## src/rtl/cpu_pkg.sv

```systemverilog
// Shared CPU front-end types: XLEN, NOP encoding, and the {pc,instr} pair carried through the fetch buffer.
// Pure declarations; no latency or backpressure of its own.
package cpu_pkg;

    localparam int XLEN = 32;
    localparam logic [XLEN-1:0] NOP_INSTR = 32'h0000_0013;

    typedef struct packed {
        logic [XLEN-1:0] pc;
        logic [XLEN-1:0] instr;
    } fetch_pair_t;

    function automatic logic [XLEN-1:0] word_align(input logic [XLEN-1:0] addr);
        return {addr[XLEN-1:2], 2'b00};
    endfunction

endpackage

```

## src/rtl/if_prefetch_if.sv

```systemverilog
// Bundle of redirect, instruction-memory and decode handshakes around the prefetch unit.
// master = prefetch unit, slave = surrounding pipeline/memory.
interface if_prefetch_if;
    import cpu_pkg::*;

    logic            redirect_valid;
    logic [XLEN-1:0] redirect_addr;
    logic            imem_req_valid;
    logic            imem_req_ready;
    logic [XLEN-1:0] imem_req_addr;
    logic            imem_rsp_valid;
    logic [XLEN-1:0] imem_rsp_data;
    logic            id_valid;
    logic            id_ready;
    logic [XLEN-1:0] id_instr;
    logic [XLEN-1:0] id_pc;

    modport master (
        input  redirect_valid, redirect_addr,
        input  imem_req_ready, imem_rsp_valid, imem_rsp_data,
        input  id_ready,
        output imem_req_valid, imem_req_addr,
        output id_valid, id_instr, id_pc
    );

    modport slave (
        output redirect_valid, redirect_addr,
        output imem_req_ready, imem_rsp_valid, imem_rsp_data,
        output id_ready,
        input  imem_req_valid, imem_req_addr,
        input  id_valid, id_instr, id_pc
    );

endinterface

```

## src/rtl/if_fifo.sv

```systemverilog
// Synchronous FIFO of {pc,instr} with flush; a push is visible at the head the next cycle.
// No internal backpressure: the caller's credit accounting guarantees push never overflows.
module if_fifo
    import cpu_pkg::*;
#(
    parameter int DEPTH = 4
) (
    input  logic                       clk,
    input  logic                       rst_n,
    input  logic                       flush_i,
    input  logic                       push_i,
    input  fetch_pair_t                push_dat_i,
    input  logic                       pop_i,
    output fetch_pair_t                head_dat_o,
    output logic [$clog2(DEPTH):0]     count_o
);

    localparam int AW = $clog2(DEPTH);
    localparam int CW = AW + 1;

    fetch_pair_t     mem_q [DEPTH];
    logic [AW-1:0]   wr_ptr_q, wr_ptr_d;
    logic [AW-1:0]   rd_ptr_q, rd_ptr_d;
    logic [CW-1:0]   count_q, count_d;
    logic            do_push;
    logic            do_pop;

    assign do_push = push_i & ~flush_i;
    assign do_pop  = pop_i & ~flush_i;

    always_comb begin
        wr_ptr_d = wr_ptr_q;
        rd_ptr_d = rd_ptr_q;
        count_d  = count_q;
        if (flush_i) begin
            wr_ptr_d = '0;
            rd_ptr_d = '0;
            count_d  = '0;
        end else begin
            if (do_push) wr_ptr_d = wr_ptr_q + AW'(1);
            if (do_pop)  rd_ptr_d = rd_ptr_q + AW'(1);
            count_d = count_q + CW'(do_push) - CW'(do_pop);
        end
    end

    always_ff @(posedge clk) begin
        if (!rst_n) begin
            wr_ptr_q <= '0;
            rd_ptr_q <= '0;
            count_q  <= '0;
        end else begin
            wr_ptr_q <= wr_ptr_d;
            rd_ptr_q <= rd_ptr_d;
            count_q  <= count_d;
        end
    end

    // Storage needs no reset; validity is carried entirely by count_q.
    always_ff @(posedge clk) begin
        if (rst_n && do_push) begin
            mem_q[wr_ptr_q] <= push_dat_i;
        end
    end

    assign head_dat_o = mem_q[rd_ptr_q];
    assign count_o    = count_q;

endmodule

```

## src/rtl/if_prefetch.sv

```systemverilog
// Instruction prefetch: issues sequential fetches under a DEPTH credit limit, buffers responses, handles redirects.
// Response-to-decode latency 1 cycle; decode stall holds id_* and throttles new requests via buffer credits.
module if_prefetch
    import cpu_pkg::*;
#(
    parameter logic [XLEN-1:0] RESET_PC = 32'h0000_0000,
    parameter int              DEPTH    = 4,
    parameter logic [XLEN-1:0] NOP      = NOP_INSTR
) (
    input  logic          clk,
    input  logic          rst_n,
    if_prefetch_if.master bus
);

    localparam int CW = $clog2(DEPTH) + 1;

    logic [XLEN-1:0] pc_q, pc_d;
    logic [XLEN-1:0] idle_pc_q, idle_pc_d;
    logic [CW-1:0]   outst_q, outst_d;
    logic [CW-1:0]   discard_q, discard_d;
    logic [CW-1:0]   fifo_cnt;
    logic [CW:0]     credit_used;
    logic [XLEN-1:0] target_pc;
    logic [XLEN-1:0] rsp_pc;

    logic        redirect;
    logic        req_vld;
    logic        req_hs;
    logic        rsp_acc;
    logic        push;
    logic        pop;
    logic        id_vld;
    fetch_pair_t push_dat;
    fetch_pair_t head_dat;

    assign redirect    = bus.redirect_valid;
    assign target_pc   = word_align(bus.redirect_addr);
    assign credit_used = {1'b0, fifo_cnt} + {1'b0, outst_q};

    assign req_vld = rst_n & ~redirect & (credit_used < (CW+1)'(DEPTH));
    assign req_hs  = req_vld & bus.imem_req_ready;

    // With outst_q == 0 nothing is in flight, so any response is a leftover from before reset.
    assign rsp_acc = bus.imem_rsp_valid & (outst_q != '0);
    assign push    = rsp_acc & (discard_q == '0) & ~redirect;

    // Live requests are contiguous and end just before pc_q, so the oldest one sits outst_q words back.
    assign rsp_pc  = pc_q - (XLEN'(outst_q) << 2);

    assign push_dat.pc    = rsp_pc;
    assign push_dat.instr = bus.imem_rsp_data;

    assign id_vld = (fifo_cnt != '0);
    assign pop    = id_vld & bus.id_ready & ~redirect;

    always_comb begin
        pc_d      = pc_q;
        idle_pc_d = idle_pc_q;
        outst_d   = outst_q + CW'(req_hs) - CW'(rsp_acc);
        discard_d = discard_q;
        if (redirect) begin
            pc_d      = target_pc;
            idle_pc_d = target_pc;
            discard_d = outst_d;
        end else begin
            if (req_hs) pc_d = pc_q + 32'd4;
            if (rsp_acc && discard_q != '0) discard_d = discard_q - CW'(1);
        end
    end

    always_ff @(posedge clk) begin
        if (!rst_n) begin
            pc_q      <= RESET_PC;
            idle_pc_q <= RESET_PC;
            outst_q   <= '0;
            discard_q <= '0;
        end else begin
            pc_q      <= pc_d;
            idle_pc_q <= idle_pc_d;
            outst_q   <= outst_d;
            discard_q <= discard_d;
        end
    end

    if_fifo #(
        .DEPTH (DEPTH)
    ) u_fifo (
        .clk        (clk),
        .rst_n      (rst_n),
        .flush_i    (redirect),
        .push_i     (push),
        .push_dat_i (push_dat),
        .pop_i      (pop),
        .head_dat_o (head_dat),
        .count_o    (fifo_cnt)
    );

    assign bus.imem_req_valid = req_vld;
    assign bus.imem_req_addr  = pc_q;
    assign bus.id_valid       = id_vld;
    assign bus.id_instr       = id_vld ? head_dat.instr : NOP;
    assign bus.id_pc          = id_vld ? head_dat.pc : idle_pc_q;

endmodule

```

## src/flat_wrapper.sv

```systemverilog
// flat-port wrapper written by rule: the top's interface ports become plain ports
module if_prefetch_flat import cpu_pkg::*;
#(
    parameter logic [XLEN-1:0] RESET_PC = 32'h0000_0000,
    parameter int              DEPTH    = 4,
    parameter logic [XLEN-1:0] NOP      = NOP_INSTR
)
  (clk, rst_n, bus_redirect_valid, bus_redirect_addr, bus_imem_req_ready, bus_imem_rsp_valid, bus_imem_rsp_data, bus_id_ready, bus_imem_req_valid, bus_imem_req_addr, bus_id_valid, bus_id_instr, bus_id_pc);
  if_prefetch_if bus_i ();
  input  logic clk;
  input  logic rst_n;
  input wire logic [$bits(bus_i.redirect_valid)-1:0] bus_redirect_valid;
  input wire logic [$bits(bus_i.redirect_addr)-1:0] bus_redirect_addr;
  input wire logic [$bits(bus_i.imem_req_ready)-1:0] bus_imem_req_ready;
  input wire logic [$bits(bus_i.imem_rsp_valid)-1:0] bus_imem_rsp_valid;
  input wire logic [$bits(bus_i.imem_rsp_data)-1:0] bus_imem_rsp_data;
  input wire logic [$bits(bus_i.id_ready)-1:0] bus_id_ready;
  output wire logic [$bits(bus_i.imem_req_valid)-1:0] bus_imem_req_valid;
  output wire logic [$bits(bus_i.imem_req_addr)-1:0] bus_imem_req_addr;
  output wire logic [$bits(bus_i.id_valid)-1:0] bus_id_valid;
  output wire logic [$bits(bus_i.id_instr)-1:0] bus_id_instr;
  output wire logic [$bits(bus_i.id_pc)-1:0] bus_id_pc;
  assign bus_i.redirect_valid = bus_redirect_valid;
  assign bus_i.redirect_addr = bus_redirect_addr;
  assign bus_i.imem_req_ready = bus_imem_req_ready;
  assign bus_i.imem_rsp_valid = bus_imem_rsp_valid;
  assign bus_i.imem_rsp_data = bus_imem_rsp_data;
  assign bus_i.id_ready = bus_id_ready;
  assign bus_imem_req_valid = bus_i.imem_req_valid;
  assign bus_imem_req_addr = bus_i.imem_req_addr;
  assign bus_id_valid = bus_i.id_valid;
  assign bus_id_instr = bus_i.id_instr;
  assign bus_id_pc = bus_i.id_pc;
  if_prefetch #(.RESET_PC(RESET_PC), .DEPTH(DEPTH), .NOP(NOP)) u_core (.clk(clk), .rst_n(rst_n), .bus(bus_i));
endmodule
```

## config.mk

```make
export PLATFORM = sky130hd
export DESIGN_NAME = if_prefetch_flat
export DESIGN_NICKNAME = d
export VERILOG_FILES = /design/src/rtl/cpu_pkg.sv /design/src/rtl/if_prefetch_if.sv /design/src/rtl/if_fifo.sv /design/src/rtl/if_prefetch.sv /design/src/flat_wrapper.sv
export SDC_FILE = /design/constraint.sdc
export NUM_CORES = 1
export LEC_CHECK = 0
export ABC_AREA = 1
export BUFFER_PORTS_ARGS = -buffer_cell sky130_fd_sc_hd__buf_4
export CORE_MARGIN = 2
export CORE_UTILIZATION = 58
export CTS_CLUSTER_SIZE = 14
export DETAILED_ROUTE_END_ITERATION = 16
export PLACE_DENSITY = 0.79
export SETUP_SLACK_MARGIN = 0.4
export SYNTH_ARGS = -nofsm -noshare
export SYNTH_HDL_FRONTEND = slang
export SYNTH_SLANG_ARGS = --single-unit
```

## constraint.sdc

```tcl
create_clock -name clk -period 5 [get_ports clk]
set_clock_uncertainty 0.1 [all_clocks]
set_input_delay 0.75 -clock clk [delete_from_list [all_inputs] [get_ports clk]]
set_output_delay 0.75 -clock clk [all_outputs]
set_load 0.02 [all_outputs]
```

==> out/metrics.yaml, run 1 <==
run_status: "finished clean"
period_minus_slack_ns: 3.797
yosysSeqAreaShare_pct: 62.73
critical_path_peak_fanout: 118
synth_seq_cells: 323
dp_hpwl_microns: 22320
synthTopCellsByCount: "nor2_1 (272), edfxtp_1 (248), nand2_1 (189)"
routed_via_density: 5.697
grt_usage_pct: 27.61
cts_tree: "done"
ff_latch_area_sq_um: 8954
finalHoldViolCount: 0
rrSetupSlack_ns: 2.11
rr_startpoint: "u_core.outst_q[1]"
nets: 1670
ctsHoldBuffers: 0
async_reset_ff_share_pct: 0
routed_wl_microns: 35960
syn_to_final_growth_pct: 17.80
die_area_sq_um: 25860
cts_resized: 0
tightest_slew_ns: 1.274
clk_latency_ns: 0.50
synth.top_cell.area_share_pct: 52.21
postPlaceCellArea_sq_um: 15710
h-tree-depth: 2
dr.pass1.iters: 7
syn_area_sq_um: 14260
setup_viol_count_final: 0
grt_pass1_wl_microns: 56190
start_util_pct: 58.83
cp_data_required_time_ns: 4.15
ctsLongestPathBuffers: 3
synthTopCellsByArea: "edfxtp_1 (52%), dfxtp_1 (11%), nor2_1 (7.2%)"
cts_sinks: 323
grt_start_max_net_pins: 119
hp-class: "input port to flop"
die_y_microns: 160.8
fin_crit_sh_pct: 75.94
antenna_cells: 0
crit_type: "flop to output pin"
multi_input_area_sq_um: 4514
endpoint_kind: "output pin"
worst_r2r_path_depth: 7
cts_root_buffer: "clkbuf_16"
nFillCells: 1817
utilization_pct: 69.30
die_w_microns: 160.8
avgSynthCellArea_sq_um: 9.886
synth_top_area_cell: "edfxtp_1"
ioPinCount: 168
stdcell_area_sq_um: 16800
whs_endpoint: "u_core.u_fifo.mem_q[3][14]"
overflow: 0
num_rows: 57
gp_congestion: 0.9400
drt_iter0_markers: 1140
r2r_end: "u_core.u_fifo.mem_q[3][6]"
first_global_vias: 10560
drc_errors: 0
synth.most_common_cell: "nor2_1"
num_vias: 11000
maxSlewHeadroom_pct: 15.05
antenna_left: 0
rsz0062_at_grt: "no"
drive_gt1_share_pct: 15.50
arrival_ns: 2.95
max_freq_ghz: 0.2634
synth_edf_count: 248
hold_path_depth: 1
wl_per_cell_microns: 18.63
ys.flop_type: "edfxtp_1"
clk_pin_slew_ns: 0.06
synth_cell_type_count: 42
start_kind: "flop"
ir_worst_vdd_v: 0.0002722
setup_tns_ns: 0
cap_violations: 0
antenna_found_initial: 0
worstHoldStart: "bus_imem_rsp_data[14]"
slew_violations: 0
io_buffer_count: 161
core_sq_um: 24250
cts_buffers: 34
p_per_area_nw_per_um2: 385.0
yosysWarnings: 0
cts_setup_buffers: 0
syn_inst: 1443
leakage_uw: 0.006398
worst max-delay path by stage:
stage	startpoint	to	slack [ns]	depth (start not counted)
2_1_floorplan	bus_redirect_valid	u_core.u_fifo.mem_q[0][0]	0.55	4
3_3_place_gp	rst_n	u_core.discard_q[2]	1.74	14
3_5_place_dp	rst_n	u_core.discard_q[2]	1.64	14
4_1_cts	flop	bus_id_pc[11]	1.27	6
5_1_grt	flop	bus_id_pc[11]	1.10	6
6_report	flop	bus_id_pc[11]	1.20	6
sequential cells by signal (all words and copies together), names as in the netlist, named ones only:
signal and flops:
u_core.bus.imem_req_addr 30, u_core.discard_q 3, u_core.u_fifo.count_o 3, u_core.u_fifo.mem_q 248
u_core.idle_pc_q 30, u_core.u_fifo.rd_ptr_q 2, u_core.u_fifo.wr_ptr_q 2, u_core.outst_q 3
critical path, cell delays in order, from the launching register on:
cell and delay [ns]:
dfxtp_4 0.39, buf_4 0.90, o21ai_0 0.27, o22ai_1 0.33, nand2_1 0.10, o21ai_0 0.17
buf_4 0.21
logic make-up after synthesis:
kind of cell    share of synthesized area, %
flops                                  62.73
other cells                          0.02629
fa+ha+maj                              1.824
compound gates                         11.26
simple gates                           16.24
xor+xnor                               1.965
buf+inv                                5.947
stage by stage:
step	power [uW]	std cells	worst slack, ns	hold WS, ns
4_1_cts	6481	1930	1.270	0.3320
2_1_floorplan	3705	1446	0.5469	0.3357
5_1_grt	6699	1930	1.098	0.3318
6_report	6469	1930	1.203	0.3498
3_5_place_dp	4041	1869	1.643	0.3490
3_3_place_gp	4010	1869	1.743	0.3431
layer usage:
layer / share of wire, % / vias up / global-route usage, %
met4: 2.3 / 0 / 8.807
met5: 0 / - / 0
met3: 7.9 / 58 / 3.900
li1: - / 5184 / -
met2: 49 / 522 / 46.69
met1: 41 / 5232 / 37.34
power by group:
group	leakage, uW	total (uW)	internal, uW	switching [uW]
Combinational	0.00300	889	295	595
Clock	0.000526	2460	1470	994
Sequential	0.00287	3120	3050	63.7
placed cells by master (no fill, tap or decap), types with 2 or more instances in the layout:
cell type	count
a21oi_1	52
a31oi_1	2
buf_12	2
buf_4	173
bufinv_16	3
clkbuf_1	7
clkbuf_16	35
clkbuf_8	2
clkinv_1	6
clkinv_2	4
clkinvlp_4	3
conb_1	4
dfxtp_1	73
edfxtp_1	248
fa_1	3
ha_1	16
inv_1	127
inv_2	4
nand2_1	189
nand3_1	50
nand3_2	2
nand4_1	16
nor2_1	268
nor2_2	3
nor2_4	7
nor3_1	12
nor4_1	2
o21ai_0	172
o21ai_1	15
o22ai_1	55
o311ai_0	3
xnor2_1	3
xor2_1	29
area by class of cell:
type	instances	share of cell area, %
clock buffers	44	5.532
clock inverters	17	0.9754
inverters	132	2.964
multi-input cells	915	26.87
flip-flops and latches	323	53.28
well taps	324	2.413
repair buffers	175	7.967
Power figures use the tool's default switching activity.
==> inputs of run 2 (changes only) <==
- CORE_UTILIZATION: 58 -> 53
- PLACE_DENSITY: 0.79 -> 0.76
- clock period: 5 -> 3.3 ns (I/O delays scaled with it)
==> out/metrics.yaml, run 2 (synthesis gave the netlist of run 1 again) <==
crit_path_frequent_cell: "o21ai_0"
cp_data_required_time_ns: 2.70  # was 4.15 ns
dr.pass1.iters: 5  # was 7
ioPinCount: 168  # unchanged
num_rows: 60  # was 57
dp_hpwl_microns: 22330  # was 22320 microns
cpMaxStageDelayCell: "dfxtp_4"  # was buf_4
crit_type: "flop to output pin"  # unchanged
antenna_found_initial: 0  # unchanged
grt_pass1_wl_microns: 54240  # was 56190 microns
die_w_microns: 168.1  # was 160.8 microns
cts_sinks: 323  # unchanged
die_y_microns: 168.1  # was 160.8 microns
slowest_delay_ns: 0.43  # was 0.90 ns
grt_start_max_net_pins: 87  # was 119
start_kind: "flop"  # unchanged
rr_startpoint: "u_core.outst_q[1]"  # unchanged
p_per_area_nw_per_um2: 577.7  # was 385.0 nW/um^2
largest_reg_flops: 248  # unchanged
cts_root_buffer: "clkbuf_16"  # unchanged
num_vias: 10790  # was 11000
period_minus_slack_ns: 2.805
setup_viol_count_final: 0  # unchanged
endpoint_kind: "output pin"  # unchanged
crit_end: "bus_id_pc[14]"  # was bus_id_pc[11]
rrSetupSlack_ns: 0.63  # was 2.11 ns
cap_violations: 0  # unchanged
start_util_pct: 53.53  # was 58.83%
routed_via_density: 5.521  # was 5.697
final_common_cell: "nor2_1"  # unchanged
drc_errors: 0  # unchanged
slew_violations: 0  # unchanged
nets: 1679  # was 1670
cts_tree: "done"  # unchanged
finalHoldViolCount: 0  # unchanged
hp-class: "input port to flop"  # unchanged
h-tree-depth: 2  # unchanged
r2r_end: "u_core.u_fifo.count_o[2]"  # was u_core.u_fifo.mem_q[3][6]
run_status: "finished clean"  # unchanged
io_buffer_count: 161  # unchanged
gp_congestion: 0.9277  # was 0.9400
grt_usage_pct: 24.56  # was 27.61%
arrival_ns: 2.21  # was 2.95 ns
rsz0062_at_grt: "yes"  # was no
max_freq_ghz: 0.3565
fin_crit_sh_pct: 85.00
overflow: 0  # unchanged
antenna_left: 0  # unchanged
wl_per_cell_microns: 18.06  # was 18.63 microns
setup_tns_ns: 0  # unchanged
tightest_slew_ns: 0.5668  # was 1.274 ns
final_cell_mix: "nor2_1 (267), edfxtp_1 (248), nand2_1 (189)"  # was nor2_1 (268), edfxtp_1 (248), nand2_1 (189)
drt_iter0_markers: 1045  # was 1140
syn_to_final_growth_pct: 19.61  # was 17.80%
routed_wl_microns: 35290  # was 35960 microns
core_sq_um: 26650  # was 24250 sq um
clk_latency_ns: 0.51  # was 0.50 ns
path_cells: "inv_2 > buf_6 > o21ai_0 > o22ai_1 > nand2_1 > o21ai_0 > buf_4"  # was buf_4 > o21ai_0 > o22ai_1 > nand2_1 > o21ai_0 > buf_4
maxSlewHeadroom_pct: 62.12  # was 15.05%
die_area_sq_um: 28240  # was 25860 sq um
regMostFlops: "u_core.u_fifo.mem_q"  # unchanged
antenna_cells: 0  # unchanged
ir_worst_vdd_v: 0.0004543  # was 0.0002722 V
clk_pin_slew_ns: 0.06  # about the same
drive_gt1_share_pct: 16.18  # was 15.50%
worst_r2r_path_depth: 12  # was 7
critical_path_peak_fanout: 38  # was 118
ctsLongestPathBuffers: 3  # unchanged
first_global_vias: 10220  # was 10560
leakage_uw: 0.006500  # was 0.006398 uW
cts_buffers: 34  # unchanged
utilization_pct: 64.02  # was 69.30%
run 2: cell types whose count changed in the layout (fill, tap and decap cells not counted), sizes merged:
cell and delta:
clkinv +2, clkbuf -2, clkinvlp +1, buf +7, inv -1
run 2: final cells by class:
cell class / count / area (sq um)
clock buffers: 40 / 937.1
clock inverters: 19 / 176.4
fillers: 2076 / 9588
inverters: 132 / 503.0
multi-input cells: 915 / 4517
flip-flops and latches: 323 / 8954
well taps: 341 / 426.7
repair buffers: 184 / 1549
run 2: where the power goes:
group	total [uW]	switching (uW)	internal [uW]
sequential	4720	97.2	4620
clock	3780	1520	2260
combinational	1350	886	467
run 2: routing by layer:
layer	track usage, %	up-vias	wire (microns)
li1	-	5202	-
met1	33.93	5126	15260
met4	7.009	0	826
met2	40.91	395	16730
met3	3.644	65	2478
met5	0	-	0
run 2: through the flow:
step	power, uW	hold slack [ns]	worst slack (ns)	instance area [sq um]	cells
6_report	9858	0.08817	0.4950	17060	1954
5_1_grt	10200	0.07679	0.3805	17060	1954
4_1_cts	9892	0.07249	0.4360	17020	1953
3_5_place_dp	6132	0.3463	0.5668	15880	1893
3_3_place_gp	6092	0.3470	0.6191	15880	1893
2_1_floorplan	5613	0.3357	0.09195	14290	1446
run 2: worst min path at each step:
| stage | cells past startpoint | slack, ns | end | from |
|---|---|---|---|---|
| 2_1_floorplan | 2 | 0.34 | flop | u_core.u_fifo.rd_ptr_q[1] |
| 4_1_cts | 1 | 0.07 | u_core.u_fifo.mem_q[0][7] | bus_imem_rsp_data[7] |
| 5_1_grt | 1 | 0.08 | u_core.u_fifo.mem_q[0][25] | bus_imem_rsp_data[25] |
| 3_5_place_dp | 2 | 0.35 | flop | u_core.u_fifo.rd_ptr_q[1] |
| 3_3_place_gp | 2 | 0.35 | flop | u_core.u_fifo.rd_ptr_q[1] |
| 6_report | 1 | 0.09 | u_core.u_fifo.mem_q[2][30] | bus_imem_rsp_data[30] |
run 2: timing repair:
action | 4_1_cts | 5_1_grt
resized for setup | 2 | 8
setup endpoints to repair | 18 | 31
buffers inserted | 1 | 0
hold buffers | 0 | 0
cloned | 0 | 1
run 2: critical path, delay by kind of cell, from the launching register on:
| family | cells | cell delay (ns) |
|---|---|---|
| buffers and inverters | 3 | 0.70 |
| AO/OA/AOI/OAI | 3 | 0.47 |
| flip-flops | 1 | 0.43 |
| AND/OR/NAND/NOR | 1 | 0.10 |
==> inputs of run 3 (changes only) <==
- RECOVER_POWER: default -> 25
==> out/metrics.yaml, run 3 (synthesis gave the netlist of run 1 again) <==
run_status: "finished clean"  # unchanged
largest_reg_flops: 248  # unchanged
cts_tree: "done"  # unchanged
slowest_delay_ns: 0.41  # was 0.43 ns
setup_tns_ns: 0  # unchanged
start_util_pct: 53.53  # unchanged
hp-class: "input port to flop"  # unchanged
arrival_ns: 2.24  # was 2.21 ns
rsz0062_at_grt: "yes"  # unchanged
antenna_found_initial: 0  # unchanged
finalHoldViolCount: 0  # unchanged
core_sq_um: 26650  # unchanged
cts_buffers: 34  # unchanged
slew_violations: 0  # unchanged
fin_crit_sh_pct: 86.01  # was 85.00%
grt_usage_pct: 24.56  # unchanged
num_rows: 60  # unchanged
antenna_left: 0  # unchanged
io_buffer_count: 161  # unchanged
num_vias: 10750  # was 10790
critical_path_peak_fanout: 62  # was 38
ctsHoldBuffers: 0  # unchanged
first_global_vias: 10220  # unchanged
path_cells: "clkbuf_8 > o21ai_0 > o22ai_1 > nand2_1 > o21ai_1 > buf_4"  # was inv_2 > buf_6 > o21ai_0 > o22ai_1 > nand2_1 > o21ai_0 > buf_4
die_y_microns: 168.1  # unchanged
h-tree-depth: 2  # unchanged
clk_latency_ns: 0.51  # about the same
endpoint_kind: "output pin"  # unchanged
nets: 1679  # unchanged
die_area_sq_um: 28240  # unchanged
p_per_area_nw_per_um2: 581.7  # was 577.7 nW/um^2
drc_errors: 0  # unchanged
cts_sinks: 323  # unchanged
start_kind: "flop"  # unchanged
max_freq_ghz: 0.3523  # was 0.3565 GHz
crit_type: "flop to output pin"  # unchanged
clk_pin_slew_ns: 0.06  # about the same
gp_congestion: 0.9277  # unchanged
cp_data_required_time_ns: 2.70  # about the same
ioPinCount: 168  # unchanged
ctsLongestPathBuffers: 3  # unchanged
cpMaxStageDelayCell: "clkbuf_8"  # was dfxtp_4
grt_start_max_net_pins: 87  # unchanged
drive_gt1_share_pct: 13.33  # was 16.18%
cts_root_buffer: "clkbuf_16"  # unchanged
drt_iter0_markers: 1031  # was 1045
wl_per_cell_microns: 17.98  # was 18.06 microns
leakage_uw: 0.006329  # was 0.006500 uW
routed_wl_microns: 35140  # was 35290 microns
dr.pass1.iters: 5  # unchanged
ir_worst_vdd_v: 0.0004521  # was 0.0004543 V
tightest_slew_ns: 1.147  # was 0.5668 ns
syn_to_final_growth_pct: 18.40  # was 19.61%
setup_viol_count_final: 0  # unchanged
dp_hpwl_microns: 22330  # unchanged
overflow: 0  # unchanged
grt_pass1_wl_microns: 54240  # unchanged
routed_via_density: 5.502  # was 5.521
regMostFlops: "u_core.u_fifo.mem_q"  # unchanged
final_cell_mix: "nor2_1 (267), edfxtp_1 (248), nand2_1 (189)"  # unchanged
final_common_cell: "nor2_1"  # unchanged
maxSlewHeadroom_pct: 23.54  # was 62.12%
period_minus_slack_ns: 2.838  # was 2.805 ns
holdWs_ns: 0.1156  # was 0.08817 ns
antenna_cells: 0  # unchanged
die_w_microns: 168.1  # unchanged
cap_violations: 0  # unchanged
==> run 3: cell count changes in the layout (fill, tap and decap cells not counted), sizes merged <==
cell / before / now
clkbuf: 42 / 88
buf: 182 / 136
==> run 3: repair_timing <==
action / in CTS / in global routing
hold endpoints to repair: 0 / 0
gates cloned: 0 / 1
gates resized for setup: 2 / 8
buffers inserted: 1 / 0
setup endpoints to repair: 18 / 31
pin swaps: 0 / 0
==> run 3: worst max-delay path, delay by kind of cell, from the launching register on <==
family          cells  cell delay (ns)
buf+inv             2             0.60
simple gates        1             0.13
flops               1             0.36
compound gates      3             0.63
==> run 3: through the flow <==
stage,worst slack (ns),util [%],total power [uW],cells,area (sq um)
after floorplan,0.09195,-,5613,1446,14290
after global routing,0.3805,63.38,10170,1954,16890
after global placement,0.6191,59.60,6092,1893,15880
after CTS,0.4360,63.85,9892,1953,17020
final,0.4616,63.38,9824,1954,16890
after detailed placement,0.5668,59.60,6132,1893,15880
==> run 3: worst paths after layout <==
| kind | endpoint | depth (start not counted) | slack [ns] | startpoint |
|---|---|---|---|---|
| hold / removal | u_core.bus.imem_req_addr[6] | 3 | 0.12 | bus_redirect_addr[6] |
| setup reg to reg | u_core.u_fifo.mem_q[1][63] | 10 | 0.65 | u_core.outst_q[2] |
| hold reg to reg | flop | 2 | 0.36 | u_core.u_fifo.rd_ptr_q[1] |
| setup / recovery | bus_id_pc[24] | 6 | 0.46 | flop |
==> run 3: per-layer routing <==
metal	wire length, microns	GRT usage [%]
met1	15150	33.93
met2	16740	40.91
met3	2485	3.644
met4	765	7.009
met5	0	0
==> run 3: area by class of cell <==
class	instances	area, sq um
inverters	132	503.0
repair buffers	184	1376
clock inverters	19	176.4
multi-input cells	915	4517
well taps	341	426.7
flip-flops and latches	323	8954
fillers	2110	9761
clock buffers	40	937.1
==> run 3: report_power, final <==
part / internal (uW) / leakage [uW] / switching (uW)
sequential: 4620 / 0.00287 / 96.6
clock: 2260 / 0.000536 / 1520
combinational: 442 / 0.00293 / 884
